==> config.mk <==
export PLATFORM = sky130hd
export DESIGN_NAME = decode_stage
export DESIGN_NICKNAME = d
export VERILOG_FILES = /design/src/rtl/decode_stage.sv
export SDC_FILE = /design/constraint.sdc
export NUM_CORES = 1
export LEC_CHECK = 0
export ABC_CLOCK_PERIOD_IN_PS = 2100
export CORE_ASPECT_RATIO = 1.5
export CORE_MARGIN = 5
export CORE_UTILIZATION = 45
export CTS_BUF_LIST = sky130_fd_sc_hd__clkbuf_8
export DETAILED_ROUTE_END_ITERATION = 10
export PLACE_DENSITY_LB_ADDON = 0.05
export SYNTH_ARGS = -nofsm -noshare
export SYNTH_HDL_FRONTEND = slang
export SYNTH_SLANG_ARGS = --single-unit
==> constraint.sdc <==
create_clock -name clk -period 2.1 [get_ports clk]
set_clock_uncertainty 0.15 [all_clocks]
set_input_delay 0.42 -clock clk [delete_from_list [all_inputs] [get_ports clk]]
set_output_delay 0.42 -clock clk [all_outputs]
set_load 0.005 [all_outputs]
==> src/rtl/decode_stage.sv <==
// decode_stage: RV32 instruction decoder followed by a DEPTH-entry output queue.
// Each accepted instruction is decoded combinationally and stored as one record;
// the head record drives out_* (all zero while the queue is empty).
// Optional macro DECODE_RV32M_EN: accept OP with funct7=0000001 as mul/div.
module decode_stage #(
  parameter int XLEN  = 32,
  parameter int DEPTH = 2
) (
  input  logic            clk,
  input  logic            rst_n,
  input  logic            flush,
  input  logic            in_valid,
  output logic            in_ready,
  input  logic [31:0]     in_instr,
  input  logic [XLEN-1:0] in_pc,
  output logic            out_valid,
  input  logic            out_ready,
  output logic [XLEN-1:0] out_pc,
  output logic [5:0]      out_op,
  output logic            out_alt,
  output logic            out_rs1_v,
  output logic            out_rs2_v,
  output logic            out_imm_v,
  output logic [4:0]      out_rs1,
  output logic [4:0]      out_rs2,
  output logic [4:0]      out_rd,
  output logic [XLEN-1:0] out_imm,
  output logic            out_muldiv,
  output logic            out_illegal
);

  localparam int PTR_W = (DEPTH > 1) ? $clog2(DEPTH) : 1;
  localparam int CNT_W = $clog2(DEPTH + 1);
  localparam logic [PTR_W-1:0] LAST_PTR = PTR_W'(DEPTH - 1);
  localparam logic [CNT_W-1:0] FULL_CNT = CNT_W'(DEPTH);

  typedef struct packed {
    logic [XLEN-1:0] pc;
    logic [5:0]      op;
    logic            alt;
    logic            rs1_v;
    logic            rs2_v;
    logic            imm_v;
    logic [4:0]      rs1;
    logic [4:0]      rs2;
    logic [4:0]      rd;
    logic [XLEN-1:0] imm;
    logic            muldiv;
    logic            illegal;
  } rec_t;

  // Immediate extraction, one function per encoding format.
  function automatic logic signed [XLEN-1:0] imm_i(input logic [31:0] ins);
    return {{20{ins[31]}}, ins[31:20]};
  endfunction

  function automatic logic signed [XLEN-1:0] imm_s(input logic [31:0] ins);
    return {{20{ins[31]}}, ins[31:25], ins[11:7]};
  endfunction

  function automatic logic signed [XLEN-1:0] imm_b(input logic [31:0] ins);
    return {{19{ins[31]}}, ins[31], ins[7], ins[30:25], ins[11:8], 1'b0};
  endfunction

  function automatic logic signed [XLEN-1:0] imm_j(input logic [31:0] ins);
    return {{11{ins[31]}}, ins[31], ins[19:12], ins[20], ins[30:21], 1'b0};
  endfunction

  function automatic logic signed [XLEN-1:0] imm_u(input logic [31:0] ins);
    return {ins[31:12], 12'b0};
  endfunction

  logic [2:0]             cls_p0;
  logic [2:0]             fn_p0;
  logic signed [XLEN-1:0] imm_p0;
  logic                   rs1v_p0, rs2v_p0, immv_p0, alt_p0, md_p0, rdz_p0, legal_p0;
  rec_t                   dec_p0;

  rec_t                   mem [DEPTH];
  logic [PTR_W-1:0]       rd_ptr, wr_ptr;
  logic [CNT_W-1:0]       count;
  logic                   vld_p1, push, pop;
  rec_t                   head_p1;

  // ---- stage p0: combinational decode of the incoming instruction ----
  // Classify the opcode, pick the immediate format and operand-valid flags.
  always_comb begin
    cls_p0   = 3'd0;
    fn_p0    = in_instr[14:12];
    imm_p0   = '0;
    rs1v_p0  = 1'b0;
    rs2v_p0  = 1'b0;
    immv_p0  = 1'b0;
    alt_p0   = 1'b0;
    md_p0    = 1'b0;
    rdz_p0   = 1'b0;
    legal_p0 = (in_instr[1:0] == 2'b11);
    case (in_instr[6:2])
      5'b00000: begin cls_p0 = 3'd0; imm_p0 = imm_i(in_instr); rs1v_p0 = 1'b1; immv_p0 = 1'b1; end
      5'b01000: begin
        cls_p0 = 3'd1; imm_p0 = imm_s(in_instr);
        rs1v_p0 = 1'b1; rs2v_p0 = 1'b1; immv_p0 = 1'b1; rdz_p0 = 1'b1;
      end
      5'b11000: begin
        cls_p0 = 3'd2; imm_p0 = imm_b(in_instr);
        rs1v_p0 = 1'b1; rs2v_p0 = 1'b1; immv_p0 = 1'b1; rdz_p0 = 1'b1;
      end
      5'b11011: begin cls_p0 = 3'd3; fn_p0 = 3'b000; imm_p0 = imm_j(in_instr); immv_p0 = 1'b1; end
      5'b11001: begin cls_p0 = 3'd3; imm_p0 = imm_i(in_instr); rs1v_p0 = 1'b1; immv_p0 = 1'b1; end
      5'b00100: begin
        cls_p0 = 3'd4; imm_p0 = imm_i(in_instr); rs1v_p0 = 1'b1; immv_p0 = 1'b1;
        // shift-immediate carries its arithmetic/logical select in bit 30
        alt_p0 = (in_instr[14:12] == 3'b001 || in_instr[14:12] == 3'b101) ? in_instr[30] : 1'b0;
      end
      5'b01100: begin
        cls_p0 = 3'd5; rs1v_p0 = 1'b1; rs2v_p0 = 1'b1; alt_p0 = in_instr[30];
        case (in_instr[31:25])
          7'b0000000, 7'b0100000: ;
`ifdef DECODE_RV32M_EN
          7'b0000001: md_p0 = 1'b1;
`endif
          default: legal_p0 = 1'b0;
        endcase
      end
      5'b01101: begin cls_p0 = 3'd6; fn_p0 = 3'b000; imm_p0 = imm_u(in_instr); immv_p0 = 1'b1; end
      5'b00101: begin cls_p0 = 3'd6; fn_p0 = 3'b001; imm_p0 = imm_u(in_instr); immv_p0 = 1'b1; end
      5'b11100: begin cls_p0 = 3'd7; imm_p0 = imm_i(in_instr); rs1v_p0 = 1'b1; immv_p0 = 1'b1; end
      default:  legal_p0 = 1'b0;
    endcase
  end

  // Pack the decode into a queue record; illegal instructions keep only pc and the flag.
  always_comb begin
    dec_p0         = '0;
    dec_p0.pc      = in_pc;
    dec_p0.illegal = ~legal_p0;
    if (legal_p0) begin
      dec_p0.op     = {cls_p0, fn_p0};
      dec_p0.alt    = alt_p0;
      dec_p0.rs1_v  = rs1v_p0;
      dec_p0.rs2_v  = rs2v_p0;
      dec_p0.imm_v  = immv_p0;
      dec_p0.rs1    = in_instr[19:15];
      dec_p0.rs2    = in_instr[24:20];
      dec_p0.rd     = rdz_p0 ? 5'd0 : in_instr[11:7];
      dec_p0.imm    = immv_p0 ? imm_p0 : '0;
      dec_p0.muldiv = md_p0;
    end
  end

  // in_ready depends only on occupancy and reset, never on out_ready.
  assign vld_p1   = (count != '0);
  assign in_ready = rst_n & (count < FULL_CNT);
  assign push     = in_valid & in_ready & ~flush;
  assign pop      = vld_p1 & out_ready & ~flush;

  // ---- stage p1: output queue ----
  // Queue control: pointers wrap at DEPTH; flush empties the queue ahead of push/pop.
  always_ff @(posedge clk or negedge rst_n) begin
    if (!rst_n) begin
      count  <= '0;
      rd_ptr <= '0;
      wr_ptr <= '0;
    end else if (flush) begin
      count  <= '0;
      rd_ptr <= '0;
      wr_ptr <= '0;
    end else begin
      if (push) wr_ptr <= (wr_ptr == LAST_PTR) ? '0 : wr_ptr + 1'b1;
      if (pop)  rd_ptr <= (rd_ptr == LAST_PTR) ? '0 : rd_ptr + 1'b1;
      case ({push, pop})
        2'b10:   count <= count + 1'b1;
        2'b01:   count <= count - 1'b1;
        default: count <= count;
      endcase
    end
  end

  // Record storage, cleared on reset so nothing stale survives it.
  always_ff @(posedge clk or negedge rst_n) begin
    if (!rst_n) begin
      for (int i = 0; i < DEPTH; i++) mem[i] <= '0;
    end else if (push) begin
      mem[wr_ptr] <= dec_p0;
    end
  end

  assign head_p1     = vld_p1 ? mem[rd_ptr] : '0;
  assign out_valid   = vld_p1;
  assign out_pc      = head_p1.pc;
  assign out_op      = head_p1.op;
  assign out_alt     = head_p1.alt;
  assign out_rs1_v   = head_p1.rs1_v;
  assign out_rs2_v   = head_p1.rs2_v;
  assign out_imm_v   = head_p1.imm_v;
  assign out_rs1     = head_p1.rs1;
  assign out_rs2     = head_p1.rs2;
  assign out_rd      = head_p1.rd;
  assign out_imm     = head_p1.imm;
  assign out_muldiv  = head_p1.muldiv;
  assign out_illegal = head_p1.illegal;

endmodule
==> results of run 1 <==
-- per-layer routing --
layer | track usage [%] | share of wire (%)
met1 | 30.1 | 45
met2 | 39.0 | 50
met5 | 0 | 0
met4 | 5.84 | 1.5
met3 | 4.03 | 3.9
-- power by group --
group	total (uW)	internal (uW)	switching (uW)
Combinational	1430	704	729
Clock	2310	986	1330
Sequential	4100	3900	191
Total	7840	5590	2250
-- path summary, 6_finish.rpt --
check	cells past startpoint	slack, ns	end	from
max in group asynchronous	4	0.24	rd_ptr	rst_n
max	5	-0.29	out_rd[2]	rd_ptr
min in group clk	2	0.33	mem[63]	mem[63]
min	2	0.16	wr_ptr	rst_n
max reg2reg	6	0.09	mem[128]	count[1]
min reg2reg	2	0.33	mem[63]	mem[63]
-- state kept, by name (all words and copies together) (netlist names) --
name,flops
wr_ptr,1
rd_ptr,1
mem,180
count,2
-- placed cells by master (no fill, tap or decap), types with 16 or more instances in the layout --
cell type        instances
a22oi_1                 16
clkbuf_8                18
nor2_1                  99
mux2i_1                 79
clkdlybuf4s50_1         65
buf_2                   77
nand2_1                252
buf_12                  24
buf_4                   81
dfrtp_1                183
a22o_1                  62
o21ai_0                 45
-- worst reg2reg max path, stage by stage, from the launching register on --
cell and delay, ns:
dfrtp_1 0.42, buf_4 0.17, and4bb_2 0.34, nand3_1 0.26, a21oi_2 0.28, buf_12 0.19, a32o_1 0.18
-- cell type report --
type | instances | share of cell area [%]
inverters | 6 | 0.189
multi-input cells | 671 | 34.3
flip-flops and latches | 184 | 38.7
repair buffers | 277 | 20.9
clock buffers | 18 | 2.08
clock inverters | 14 | 1.05
well taps | 256 | 2.69
-- per-stage QoR --
stage	std cells	total power (uW)
2_1_floorplan	930	4820
3_3_place_gp	1371	5490
3_5_place_dp	1371	5520
4_1_cts	1423	7920
5_1_grt	1426	8240
6_report	1426	7840
-- cell families after synthesis --
group	count (synthesis)	synth area share (%)
muxes	95	10.8
and+or+nand+nor	404	19.0
buffers and inverters	75	3.49
AOI/OAI and AO/OA	169	14.2
DFF	184	52.3
xor gates and xnor gates	2	0.199
other	1	0.0426
-- timing repair --
item,4_1_cts,5_1_grt
gates cloned,7,0
buffers inserted,13,7
hold buffers,1,0
gates resized for setup,370,28
pin swaps,28,26
hold endpoints to repair,75,0
endpoints found under the setup margin,116,203
==> flow_metrics.tcl, run 1 <==
set metrics [dict create \
    cp_max_fo 14 \
    root_buffer "clkbuf_8" \
    ir_drop_uv 351 \
    synthCells 930 \
    synthesis.area_sq_mm 0.00881 \
    gp_congestion 0.856 \
    syn_area_per_cell_sq_um 9.47 \
    multi_input_area_sq_mm 0.00408 \
    synth.area.top_cells "dfrtp_1, nand2_1, mux2i_1" \
    clkSlewWorstSetupHoldPaths_ns 0.10 \
    fin_tns_setup_ns -16.68 \
    synth_top_area_share_pct 52.3 \
    track_usage_pct 22.8 \
    synth_edf_count 0 \
    status "finished, violations left" \
    cp_num_buf_inv 3 \
    fmaxAchievable_ghz 0.419 \
    seq_area_sq_mm 0.00461 \
    drtPass1Iterations 6 \
    hpwl_microns 17200 \
    drc 0 \
    violations "setup timing" \
    yosysUniqueCellTypes 51 \
    cp_slowest_cell "dfrtp_4" \
    chipHeight_microns 181 \
    fin_util_pct 61.8 \
    clock_latency_ns 0.45 \
    io_buffer_count 160 \
    yosysSeqAreaShare_pct 52.3 \
    hold_viol_final 0 \
    initial_core_util_pct 45.8 \
    fin_hold_ws_ns 0.160 \
    rows 62 \
    cp_cell_sequence "buf_12 > buf_12 > mux2i_1 > nor2_1 > dlygate4sd2_1" \
    ant_nets 0 \
    critPathLaunchType "flip-flop" \
    synth_flop_cell "dfrtp_1" \
    yosys.area.top_type "dfrtp_1" \
    yosys-top-cells-count "nand2_1, dfrtp_1, nor2_1" \
    worstPathRequired_ns 1.53 \
    fin_nets 1226 \
    critPathTopFamily "buffers and inverters" \
    numCtsBuffers 17 \
    drt_iter0_drc 426 \
    core_area_sq_mm 0.0192 \
    post-route-period-util_pct 114 \
    crit_type "flip-flop to output port" \
    cts_max_level 4 \
    worstMarginPinSlew_ns 0.693 \
    yosysMostFrequentCell "nand2_1" \
    hp-class "primary input to async pin" \
    relSlewSlack_pct 53.8 \
    die_area_sq_mm 0.0225 \
    power_density_mw_per_mm2 659 \
    dr_total_vias 7612 \
    clock-sinks 184 \
    rsz0062_at_grt "yes" \
    post_drt_wl_per_cell_microns 17.8 \
    async_flop_share_pct 100 \
    ioPinCount 162 \
    gr-total-overflow 0 \
    drive_gt1_share_pct 23.0 \
    p_leak_uw 0.00565 \
    cts_tree "built" \
    slew_viol_final 0 \
    crit_top_cell "buf_12" \
    viasPerCell 5.34 \
    antenna_found_initial 0 \
    drv_cap 0 \
    fillers 1767 \
    clk_path_buf_depth 2 \
    final.min_clock_period_ns 2.39 \
    syn_nets 999 \
    antennaDiodeCount 0 \
    grt_max_degree 56 \
    fin_ws_ns -0.287 \
    synth-seq-cells 184 \
    wirelength_microns 25400 \
    critPathArrivalTime_ns 1.82 \
    critPathCaptureType "output port" \
    ys_warn_count 0 \
    critPathMaxStageDelay_ns 0.52 \
    dp_slack_ns -0.563 \
    setup_viol 90 \
    stdcell_area_sq_mm 0.0119 \
    grt_pass1_wl_microns 41700 \
    grt_pass1_vias 7765 \
    placed_cell_area_sq_mm 0.0114 \
    area_delta_synth_final_pct 35.0 \
    fp.dieW_microns 124 \
]
Note: power is estimated with default switching activity, not from simulation.
==> run 2, diff against run 1 <==
--- a/config.mk
+++ b/config.mk
@@ -8,10 +8,12 @@
 export ABC_CLOCK_PERIOD_IN_PS = 2100
 export CORE_ASPECT_RATIO = 1.5
 export CORE_MARGIN = 5
-export CORE_UTILIZATION = 45
+export CORE_UTILIZATION = 54
 export CTS_BUF_LIST = sky130_fd_sc_hd__clkbuf_8
 export DETAILED_ROUTE_END_ITERATION = 10
 export PLACE_DENSITY_LB_ADDON = 0.05
+export RECOVER_POWER = 50
+export SKIP_CTS_REPAIR_TIMING = 1
 export SYNTH_ARGS = -nofsm -noshare
 export SYNTH_HDL_FRONTEND = slang
 export SYNTH_SLANG_ARGS = --single-unit
==> run 2 against run 1 <==
  * The run still ends with setup timing left
  * Sequential power barely moved
  * Via count rose by 1.8%
  * Sequential cell count stayed put
  * Power up 0.71%
  * Register-to-register slack improved by 0.02 ns
  * Fmax is 2.4% higher
  * Largest cell class unchanged
==> flow_metrics.tcl, run 2 (same netlist as run 1, synthesis figures left out) <==
set metrics [dict create \
    status "finished, violations left" \
    violations "setup timing" \
    fin_nets 1218 \
    switching_share_pct 30.3 \
    top_register "mem" \
    layout_common_cells "nand2_1, dfrtp_1, nor2_1" \
    die_area_sq_mm 0.0190 \
    stdcell_area_sq_mm 0.0121 \
    stdcell_count 1367 \
    drt_iter0_drc 617 \
    fillers 1203 \
    clk_path_buf_depth 2 \
    min-delay-start "mem[179]" \
    antennaDiodeCount 0 \
    critPathLaunchType "flip-flop" \
    core_area_sq_mm 0.0161 \
    setup_viol 213 \
    gp_congestion 0.895 \
    placed_cell_area_sq_mm 0.0113 \
    rrSetupSlack_ns 0.11 \
    grt_pass1_vias 7511 \
    clock_latency_ns 0.45 \
    hold_depth 2 \
    p_leak_uw 0.00618 \
    drtPass1Iterations 5 \
    regToRegEndpoint "mem[35]" \
    reg_top3 "mem (180), count (2)" \
    track_usage_pct 25.7 \
    numCtsBuffers 17 \
    fp.dieW_microns 114 \
    final.min_clock_period_ns 2.33 \
    area_delta_synth_final_pct 37.7 \
    post-route-period-util_pct 111 \
    clkSlewWorstSetupHoldPaths_ns 0.11 \
    hold_viol_final 0 \
    ir_drop_uv 456 \
    drive_gt1_share_pct 21.5 \
    hp-class "flip-flop to flip-flop" \
    fmaxAchievable_ghz 0.429 \
    worstMarginPinSlew_ns 1.19 \
    rows 57 \
    antenna_found_initial 0 \
    p_int_uw 5510 \
    seqPwrFrac_pct 52.0 \
    r2r_cells 6 \
    grt_pass1_wl_microns 39100 \
    chipHeight_microns 166 \
    drv_cap 0 \
    relSlewSlack_pct 20.9 \
    worstPathRequired_ns 1.53 \
    slew_viol_final 0 \
    gr-total-overflow 0 \
    io_buffer_count 160 \
    grt_max_degree 159 \
    crit_type "flip-flop to output port" \
    root_buffer "clkbuf_8" \
    power_frac_comb_pct 19.1 \
    viasPerCell 5.67 \
    cts_tree "built" \
    layout_commonest_cell "nand2_1" \
    cp_max_fo 9 \
    power_density_mw_per_mm2 651 \
    min_to "mem[179]" \
    fin_ws_ns -0.230 \
    clock-sinks 184 \
    critPathCaptureType "output port" \
    drc 0 \
    hpwl_microns 17100 \
    cts_max_level 4 \
    dpl.cell_count 1311 \
    dr_total_vias 7748 \
    initial_core_util_pct 54.7 \
    switching_power_uw 2390 \
    clkPwrFrac_pct 28.8 \
    ant_nets 0 \
    ioPinCount 162 \
    wirelength_microns 26900 \
    rsz0062_at_grt "yes" \
    post_drt_wl_per_cell_microns 19.7 \
    timing.rr.start "count[1]" \
    critPathArrivalTime_ns 1.76 \
    largest_register_ffs 180 \
]
-- run 2: changes by cell type in the layout (fill, tap and decap cells not counted), moves of 8 or more --
cell            previous run  this run
buf_2                     77        24
dlygate4sd2_1             10         0
dlymetal6s2s_1             2        41
mux2i_1                   79        68
buf_4                     81        68
clkbuf_2                   4        33
clkbuf_16                  0         9
mux2i_2                    8        16
-- run 2: worst max-delay path by stage --
| stage | slack [ns] | start | to |
|---|---|---|---|
| after CTS | -0.58 | rd_ptr | out_imm[19] |
| after floorplan | 0.05 | in_instr[2] | mem[125] |
| after detailed placement | -0.51 | in_instr[3] | mem[125] |
| final | -0.23 | rd_ptr | out_imm[29] |
| after global placement | -0.46 | in_instr[3] | mem[125] |
| after global routing | -0.32 | rd_ptr | out_imm[30] |
-- run 2: layout make-up --
| class | count | area [sq um] | share of cell area (%) |
|---|---|---|---|
| clock buffer | 17 | 234 | 1.93 |
| clock inverter | 14 | 135 | 1.11 |
| inverter | 6 | 22.5 | 0.186 |
| multi-input combinational | 671 | 4150 | 34.2 |
| sequential | 184 | 4610 | 38.0 |
| tap | 206 | 258 | 2.13 |
| timing repair buffer | 269 | 2720 | 22.4 |
-- run 2: critical path: stages (launching register included) --
cell	delay, ns
dfrtp_4	0.52
buf_12	0.17
clkbuf_16	0.17
mux2i_1	0.21
nor2_1	0.07
dlymetal6s2s_1	0.16
-- run 2: per-stage QoR --
| stage | power, uW | hold WS, ns | setup TNS [ns] | setup slack [ns] | utilization (%) |
|---|---|---|---|---|---|
| after floorplan | 4820 | -0.0256 | 0 | 0.0504 | - |
| after global placement | 5470 | 0.306 | -55.67 | -0.462 | 69.9 |
| after detailed placement | 5510 | 0.309 | -58.94 | -0.511 | 69.9 |
| after CTS | 7760 | -0.199 | -46.35 | -0.581 | 72.2 |
| after global routing | 8290 | 0.333 | -40.61 | -0.322 | 75.3 |
| final | 7900 | 0.334 | -19.57 | -0.230 | 75.3 |
-- run 2: per-layer routing --
metal / part of all wire, % / routed length, microns / vias up / global-route usage (%)
li1: - / - / 3636 / -
met2: 53 / 14200 / 252 / 45.0
met4: 2.8 / 742 / 0 / 6.98
met3: 4.8 / 1280 / 45 / 3.85
met1: 40 / 10700 / 3815 / 33.1
met5: 0 / 0 / - / 0
-- run 2: power groups by stage --
stage | registers, uW | logic, uW | clock network [uW]
2_1_floorplan | 4110 | 704 | 0
3_3_place_gp | 4160 | 1310 | 0
3_5_place_dp | 4180 | 1330 | 0
4_1_cts | 4100 | 1340 | 2320
5_1_grt | 4160 | 1660 | 2470
6_report | 4110 | 1510 | 2280
